--- src/rtl/load_store_unit.sv ---
// Data-memory access stage: accepts one load/store request, runs a req/ack handshake with
// memory and returns a single response pulse with extended load data or an error flag.
module load_store_unit #(
   parameter int unsigned TIMEOUT = 64,
   parameter int unsigned TMO_W   = 7
) (
   input  logic        clk,
   input  logic        rst,
   input  logic        req_valid,
   output logic        req_ready,
   input  logic        req_we,
   input  logic [2:0]  req_func3,
   input  logic [31:0] req_addr,
   input  logic [31:0] req_wdata,
   input  logic [4:0]  req_rd,
   output logic        mem_req,
   output logic        mem_we,
   output logic [31:0] mem_addr,
   output logic [31:0] mem_wdata,
   output logic [3:0]  mem_wstrb,
   input  logic        mem_ack,
   input  logic [31:0] mem_rdata,
   output logic        resp_valid,
   output logic [31:0] resp_data,
   output logic [4:0]  resp_rd,
   output logic        resp_err,
   output logic        busy
);

   typedef enum logic [1:0] {StIdle, StReq, StResp} state_e;

   state_e            state_q, state_d;
   logic [TMO_W-1:0]  tmo_q, tmo_d;
   logic              we_q, we_d;
   logic [2:0]        func3_q, func3_d;
   logic [31:0]       addr_q, addr_d;
   logic [31:0]       wdata_q, wdata_d;
   logic [3:0]        wstrb_q, wstrb_d;
   logic [4:0]        rd_q, rd_d;
   logic [31:0]       data_q, data_d;
   logic              err_q, err_d;

   logic              illegal, misaligned;
   logic [31:0]       st_wdata;
   logic [3:0]        st_wstrb;

   function automatic logic [31:0] load_ext(input logic [2:0]  f3,
                                            input logic [1:0]  lane,
                                            input logic [31:0] w);
      logic [7:0]  b;
      logic [15:0] h;
      logic [31:0] r;
      unique case (lane)
         2'd0:    b = w[7:0];
         2'd1:    b = w[15:8];
         2'd2:    b = w[23:16];
         default: b = w[31:24];
      endcase
      h = lane[1] ? w[31:16] : w[15:0];
      case (f3)
         3'b000:  r = {{24{b[7]}}, b};
         3'b001:  r = {{16{h[15]}}, h};
         3'b100:  r = {24'd0, b};
         3'b101:  r = {16'd0, h};
         default: r = w;
      endcase
      return r;
   endfunction

   always_comb begin
      illegal    = (req_func3 == 3'b011) || (req_func3 == 3'b110) || (req_func3 == 3'b111) ||
                   (req_we && req_func3[2]);
      misaligned = ((req_func3[1:0] == 2'b01) && req_addr[0]) ||
                   ((req_func3[1:0] == 2'b10) && (req_addr[1:0] != 2'b00));
   end

   // Store lanes are replicated so memory can pick any byte/half by strobe alone.
   always_comb begin
      st_wdata = req_wdata;
      st_wstrb = 4'b1111;
      case (req_func3[1:0])
         2'b00: begin
            st_wdata = {4{req_wdata[7:0]}};
            st_wstrb = 4'b0001 << req_addr[1:0];
         end
         2'b01: begin
            st_wdata = {2{req_wdata[15:0]}};
            st_wstrb = req_addr[1] ? 4'b1100 : 4'b0011;
         end
         default: ;
      endcase
      if (!req_we) st_wstrb = 4'b0000;
   end

   always_comb begin
      state_d = state_q;
      tmo_d   = tmo_q;
      we_d    = we_q;
      func3_d = func3_q;
      addr_d  = addr_q;
      wdata_d = wdata_q;
      wstrb_d = wstrb_q;
      rd_d    = rd_q;
      data_d  = data_q;
      err_d   = err_q;
      case (state_q)
         StIdle: begin
            if (req_valid) begin
               we_d    = req_we;
               func3_d = req_func3;
               addr_d  = req_addr;
               wdata_d = st_wdata;
               wstrb_d = st_wstrb;
               rd_d    = req_rd;
               tmo_d   = '0;
               data_d  = 32'd0;
               if (illegal || misaligned) begin
                  err_d   = 1'b1;
                  state_d = StResp;
               end else begin
                  err_d   = 1'b0;
                  state_d = StReq;
               end
            end
         end
         StReq: begin
            // An ack arriving on the final timeout cycle still completes normally.
            if (mem_ack) begin
               data_d  = we_q ? 32'd0 : load_ext(func3_q, addr_q[1:0], mem_rdata);
               err_d   = 1'b0;
               state_d = StResp;
            end else if (tmo_q == TMO_W'(TIMEOUT - 1)) begin
               data_d  = 32'd0;
               err_d   = 1'b1;
               state_d = StResp;
            end else begin
               tmo_d = tmo_q + 1'b1;
            end
         end
         StResp:  state_d = StIdle;
         default: state_d = StIdle;
      endcase
   end

   always_ff @(posedge clk) begin
      if (rst) begin
         state_q <= StIdle;
         tmo_q   <= '0;
         we_q    <= 1'b0;
         func3_q <= 3'd0;
         addr_q  <= 32'd0;
         wdata_q <= 32'd0;
         wstrb_q <= 4'd0;
         rd_q    <= 5'd0;
         data_q  <= 32'd0;
         err_q   <= 1'b0;
      end else begin
         state_q <= state_d;
         tmo_q   <= tmo_d;
         we_q    <= we_d;
         func3_q <= func3_d;
         addr_q  <= addr_d;
         wdata_q <= wdata_d;
         wstrb_q <= wstrb_d;
         rd_q    <= rd_d;
         data_q  <= data_d;
         err_q   <= err_d;
      end
   end

   always_comb begin
      req_ready  = (state_q == StIdle);
      busy       = (state_q != StIdle);
      mem_req    = (state_q == StReq);
      mem_we     = mem_req && we_q;
      mem_wstrb  = mem_req ? wstrb_q : 4'd0;
      mem_addr   = {addr_q[31:2], 2'b00};
      mem_wdata  = wdata_q;
      resp_valid = (state_q == StResp);
      resp_data  = resp_valid ? data_q : 32'd0;
      resp_err   = resp_valid && err_q;
      resp_rd    = (resp_valid && !we_q) ? rd_q : 5'd0;
   end

endmodule

--- config.mk ---
export PLATFORM = sky130hd
export DESIGN_NAME = load_store_unit
export DESIGN_NICKNAME = d
export VERILOG_FILES = /design/src/rtl/load_store_unit.sv
export SDC_FILE = /design/constraint.sdc
export NUM_CORES = 1
export LEC_CHECK = 0
export ABC_AREA = 1
export BUFFER_PORTS_ARGS = -buffer_cell sky130_fd_sc_hd__buf_2
export CORE_MARGIN = 5
export CORE_UTILIZATION = 30
export CTS_CLUSTER_SIZE = 14
export DETAILED_ROUTE_END_ITERATION = 12
export SYNTH_ARGS = -nofsm -noshare
export SYNTH_HDL_FRONTEND = slang
export SYNTH_SLANG_ARGS = --single-unit
--- constraint.sdc ---
create_clock -name clk -period 1.78 [get_ports clk]
set_clock_uncertainty 0.15 [all_clocks]
set_input_delay 0.534 -clock clk [delete_from_list [all_inputs] [get_ports clk]]
set_output_delay 0.534 -clock clk [all_outputs]
set_load 0.02 [all_outputs]
== Word level (Yosys, flattened, before mapping) ==
Cells that the tools add are included.

* Eq/ne operators: 17
* Reduce and logical (&&, ||, !) cells: 23
* Shift-type cells: 1
* Muxes and demuxes: 29
* Add/subtract/negate cells: 1

{| class="wikitable"
|+ Operators with widths
! operator !! number
|-
| 2-to-1 mux 32 bit || 5
|-
| one-hot mux 32 bit (2 select lines) || 2
|-
| one-hot mux 32 bit (4 select lines) || 1
|-
| one-hot mux 8 bit (3 select lines) || 1
|-
| 2-to-1 mux 7 bit || 3
|-
| 2-to-1 mux 16 bit || 1
|-
| one-hot mux 7 bit (2 select lines) || 1
|-
| == test 3 bit (second input constant) || 4
|-
| 2-to-1 mux 4 bit || 3
|-
| 2-to-1 mux 2 bit || 4
|-
| one-hot mux 4 bit (2 select lines) || 1
|-
| adder 7 x 1 -> 7 bit (second input constant) || 1
|-
| == test 7 x 6 -> 1 bit (second input constant) || 1
|-
| == test 2 x 1 -> 1 bit (second input constant) || 3
|-
| == test 2 bit (second input constant) || 3
|-
| logical AND 1 bit || 6
|-
| zero test 2 bit || 3
|-
| != test 2 bit (second input constant) || 3
|-
| nonzero test 2 bit || 3
|-
| logical OR 1 bit || 5
|-
| 2-to-1 mux 5 bit || 1
|-
| 2-to-1 mux 1 bit || 4
|-
| one-hot mux 2 bit (2 select lines) || 1
|-
| AND reduction 2 bit || 2
|-
| 9 further kinds || 9
|}

* Output and inout bits: 111
* Logic and storage cells: 81
* Bits of input ports: 109
* Bits in registers: 119

== Logic depth before layout (Yosys ltp) ==
* Word-level depth: 8
* Depth in mapped cells: 10
* Mapped depth without buffers: 10

== Least setup slack after synthesis ==
OpenSTA, ideal clock, no wires.

* Path type: flip-flop to output port
* Start point: register state_q[1]
* End point: output resp_data[10]
* Arrival time: 1.548 ns
* Path buffers: 1
* Path slack: -0.452 ns
* Required time: 1.096 ns
* Cell stages (with the launch flop): 6
* Path through: dfxtp_1 inv_1 nor2_1 inv_2 clkbuf_1 nor2_1

* Word-level cells in the longest chain between the ends: 2

{| class="wikitable"
|+ RTL lines
! element !! RTL line !! RTL
|-
| start, declared || 32 || <nowiki>state_e state_q, state_d;</nowiki>
|-
| start signal, assigned || 147 || <nowiki>state_q <= StIdle;</nowiki>
|-
| start signal, assigned || 158 || <nowiki>state_q <= state_d;</nowiki>
|-
| == test 2 bit || 179 || <nowiki>resp_valid = (state_q == StResp);</nowiki>
|-
| net resp_valid || 23 || <nowiki>output logic resp_valid,</nowiki>
|-
| 2-to-1 mux 32 bit || 180 || <nowiki>resp_data = resp_valid ? data_q : 32'd0;</nowiki>
|-
| end, declared || 24 || <nowiki>output logic [31:0] resp_data,</nowiki>
|}

The timed path passes the listed nets, and every way through them passes these cells.

== Worst setup path in the final report ==
* Start point: register state_q[0]
* End point: output resp_rd[2]

* Word-level cells in the longest chain between the ends: 3

{| class="wikitable"
|+ RTL lines
! element !! RTL line !! RTL
|-
| == test 2 bit || 179 ||
|-
| logical AND 1 bit || 182 || <nowiki>resp_rd = (resp_valid && !we_q) ? rd_q : 5'd0;</nowiki>
|-
| 2-to-1 mux 5 bit || 182 ||
|-
| end, declared || 25 || <nowiki>output logic [4:0] resp_rd,</nowiki>
|}

Every way passes these cells.

==> results.sh <==
export IMPL_cts_tree="yes"
export IMPL_grt_max_degree=67
export IMPL_clock_sinks=119
export IMPL_crit_type="flop to primary output"
export IMPL_irDropWorstVdd_mv=0.656
export IMPL_grt_usage_pct=17.0
export IMPL_synth_seq_area_share_pct=40.7
export IMPL_die_w_um=150
export IMPL_final_util_pct=48.2
export IMPL_synthToLayoutAreaGrowth_pct=59.3
export IMPL_wl_met2_mm=10.2
export IMPL_final_cell_mix="buf_2 (170), nand2_1 (151), nor2_1 (122)"
export IMPL_avgSynthCellArea_sq_um=6.76
export IMPL_worstSkewPairLatency_ns=0.42
export IMPL_firstDrtPassIters=5
export IMPL_critPathSlowestCell="dfxtp_2"
export IMPL_hold_worst_slack_ns=0.195
export IMPL_fmax_mhz=461
export IMPL_wl_per_cell_um=15.3
export IMPL_violations="negative setup slack"
export IMPL_initial_utilization_pct=30.3
export IMPL_hold_violations=0
export IMPL_dieArea_sq_um=22400
export IMPL_drive_gt1_share_pct=41.7
export IMPL_stdcell_area_sq_um=9320
export IMPL_wl_mm=20.9
export IMPL_leakage_nw=4.03
export IMPL_endpoint="resp_rd[2]"
export IMPL_worstPathArrival_ns=1.48
export IMPL_reg2reg_slack_ns=-0.18
export IMPL_final_cell_count_no_fill=1367
export IMPL_clk_pin_slew_ns=0.06
export IMPL_core_sq_um=19300
export IMPL_ioPinCount=220
export IMPL_nets=1199
export IMPL_yosysTopAreaCell="dfxtp_1"
export IMPL_crit_path_start="state_q[0]"
export IMPL_hold_buffers=0
export IMPL_max_cap_violations=0
export IMPL_gp_congestion=0.851
export IMPL_vias_per_cell=4.67
export IMPL_synth_seq_cells=119
export IMPL_reg2reg_from="state_q[1]"
export IMPL_die_h_um=150
export IMPL_ant_nets=0
export IMPL_root_buffer="clkbuf_16"
export IMPL_vias=6380
export IMPL_synthCells=866
export IMPL_drcViolationCount=0
export IMPL_power_density_nw_per_um2=894
export IMPL_hpwl_mm=13.8
export IMPL_final_common_cell="buf_2"
export IMPL_dr_wl_met3_mm=1.74
export IMPL_cp_depth=6
export IMPL_crit_path_cell_trace="buf_6 > nor2_4 > buf_6 > nand2_8 > nor2_4 > buf_6"
export IMPL_n_fill_cell=1894
export IMPL_drt_initial_drc_count=333
export IMPL_clk_path_buf_depth=2
export IMPL_grt_pass1_wl_mm=30.0
export IMPL_end_kind="primary output"
export IMPL_finalSetupTns_ns=-23.40
export IMPL_r2r_end="tmo_q[4]"
export IMPL_finalCritPeriodShare_pct=122
export IMPL_critPathLaunchType="flop"
export IMPL_highest_layer="met5"
export IMPL_cp_num_buf_inv=3
export IMPL_grt_antenna_before_repair=2
export IMPL_required_ns=1.10
export IMPL_met1Wirelength_mm=8.52
export IMPL_drv_slew=0
export IMPL_rr_worst_depth=15
export IMPL_status="complete, but fails checks"
export IMPL_crit_family="buffers and inverters"
export IMPL_cts_made_buffers=17
export IMPL_diodes=0
export IMPL_rows=51
export IMPL_place_inst=1300
export IMPL_critPathMaxFanout=5
export IMPL_place_ws_ns=0.00549
export IMPL_grt_overflow=0
export IMPL_grt_pass1_vias=5735
export IMPL_synthesis_area_sq_um=5850
export IMPL_cp_slowest_stage_delay_ns=0.33
export IMPL_setup_ws_ns=-0.387
export IMPL_yosysTopAreaCellShare_pct=40.7
export IMPL_synthTopCellsByArea="dfxtp_1 (41%), nor2_1 (11%), nand2_1 (9.9%), o21ai_0 (7.4%), a21oi_1 (6.4%)"
export IMPL_hold_path_class="primary input to flop"
export IMPL_rsz0062_at_grt="yes"
export IMPL_cts_max_level=4
export IMPL_cpMostUsedCell="buf_6"
export IMPL_place_area_sq_um=7360
export IMPL_finalSetupViolations=129
export IMPL_numPortBuffers=217
export IMPL_p_total_mw=8.34
export IMPL_ys_types=33
export IMPL_yosysWarnings=0
export IMPL_finalWorstPathRequiredPeriod_ns=2.17
final cells by class:
class                           instances  area [sq um]  share of cell area (%)
Multi-Input combinational cell        581          3350                    35.9
Sequential cell                       119          2390                    25.6
Timing Repair Buffer                  285          2300                    24.7
Clock buffer                           17           425                    4.56
Inverter                               85           357                    3.83
Tap cell                              265           332                    3.56
Clock inverter                         15           166                    1.79
per-layer routing:
metal  GRT usage, %  vias up
met1           20.6     2932
met2           27.8      219
met3           6.42       26
li1               -     3199
met5              0        -
met4           5.72        4
state kept, by name, indices dropped and copies added (netlist names):
| signal | count |
|---|---|
| func3_q | 3 |
| we_q | 1 |
| rd_q | 5 |
| err_q | 1 |
| addr_q | 32 |
| wstrb_q | 4 |
| mem_wdata | 32 |
| data_q | 32 |
| state_q | 2 |
| tmo_q | 7 |
power breakdown:
| part | leakage (nW) | internal (mW) | total (mW) | switching, mW |
|---|---|---|---|---|
| sequential | 0.979 | 2.84 | 2.93 | 0.0884 |
| combinational | 2.76 | 0.773 | 1.92 | 1.15 |
| clock | 0.287 | 2.09 | 3.49 | 1.39 |
worst register-to-register path, cell delays in order (launching register included):
cell and delay, ns:
dfxtp_4 0.35, buf_6 0.13, buf_6 0.12, nor2_4 0.16, buf_6 0.12, buf_6 0.08, buf_6 0.10, nand2_8 0.08
buf_12 0.16, nand2_8 0.08, nand2_8 0.07, inv_8 0.09, nand2_4 0.05, nand2_2 0.04, nand2_1 0.05, nor2_1 0.09
how the worst min path moves through the flow:
| stage | start | to | cells after the start |
|---|---|---|---|
| CTS | req_addr[4] | addr_q[4] | 3 |
| floorplan | rd_q[0] | rd_q[0] | 2 |
| detailed placement | rd_q[2] | rd_q[2] | 2 |
| global placement | rd_q[0] | rd_q[0] | 2 |
| global route | req_addr[20] | addr_q[20] | 3 |
| finish | req_addr[16] | addr_q[16] | 3 |
cell usage after synthesis, drive strengths merged:
cell	number
a211oi	1
a21oi	76
a31oi	24
buf	59
clkbuf	23
clkinv	3
conb	1
dfxtp	119
ha	1
inv	82
nand2	163
nand3	43
nand4	3
nor2	174
nor3	1
o211ai	1
o21ai	88
o22ai	4
cell families (layout without fill, tap and decap cells):
family,count (synthesis),after routing,synth area share (%)
buffers and inverters,167,402,14.2
AND/OR/NAND/NOR,384,384,27.3
flip-flops,119,119,40.7
adder cells (fa/ha/maj),1,1,0.214
AO/OA/AOI/OAI,194,194,17.4
other,1,2,0.0641
what timing repair did:
| item | CTS | global route |
|---|---|---|
| endpoints found under the setup margin | 47 | 131 |
| pin swaps | 5 | 12 |
| resized for setup | 139 | 166 |
| gates cloned | 3 | 10 |
| setup buffers | 6 | 16 |
(Power assumes the default switching activity.)
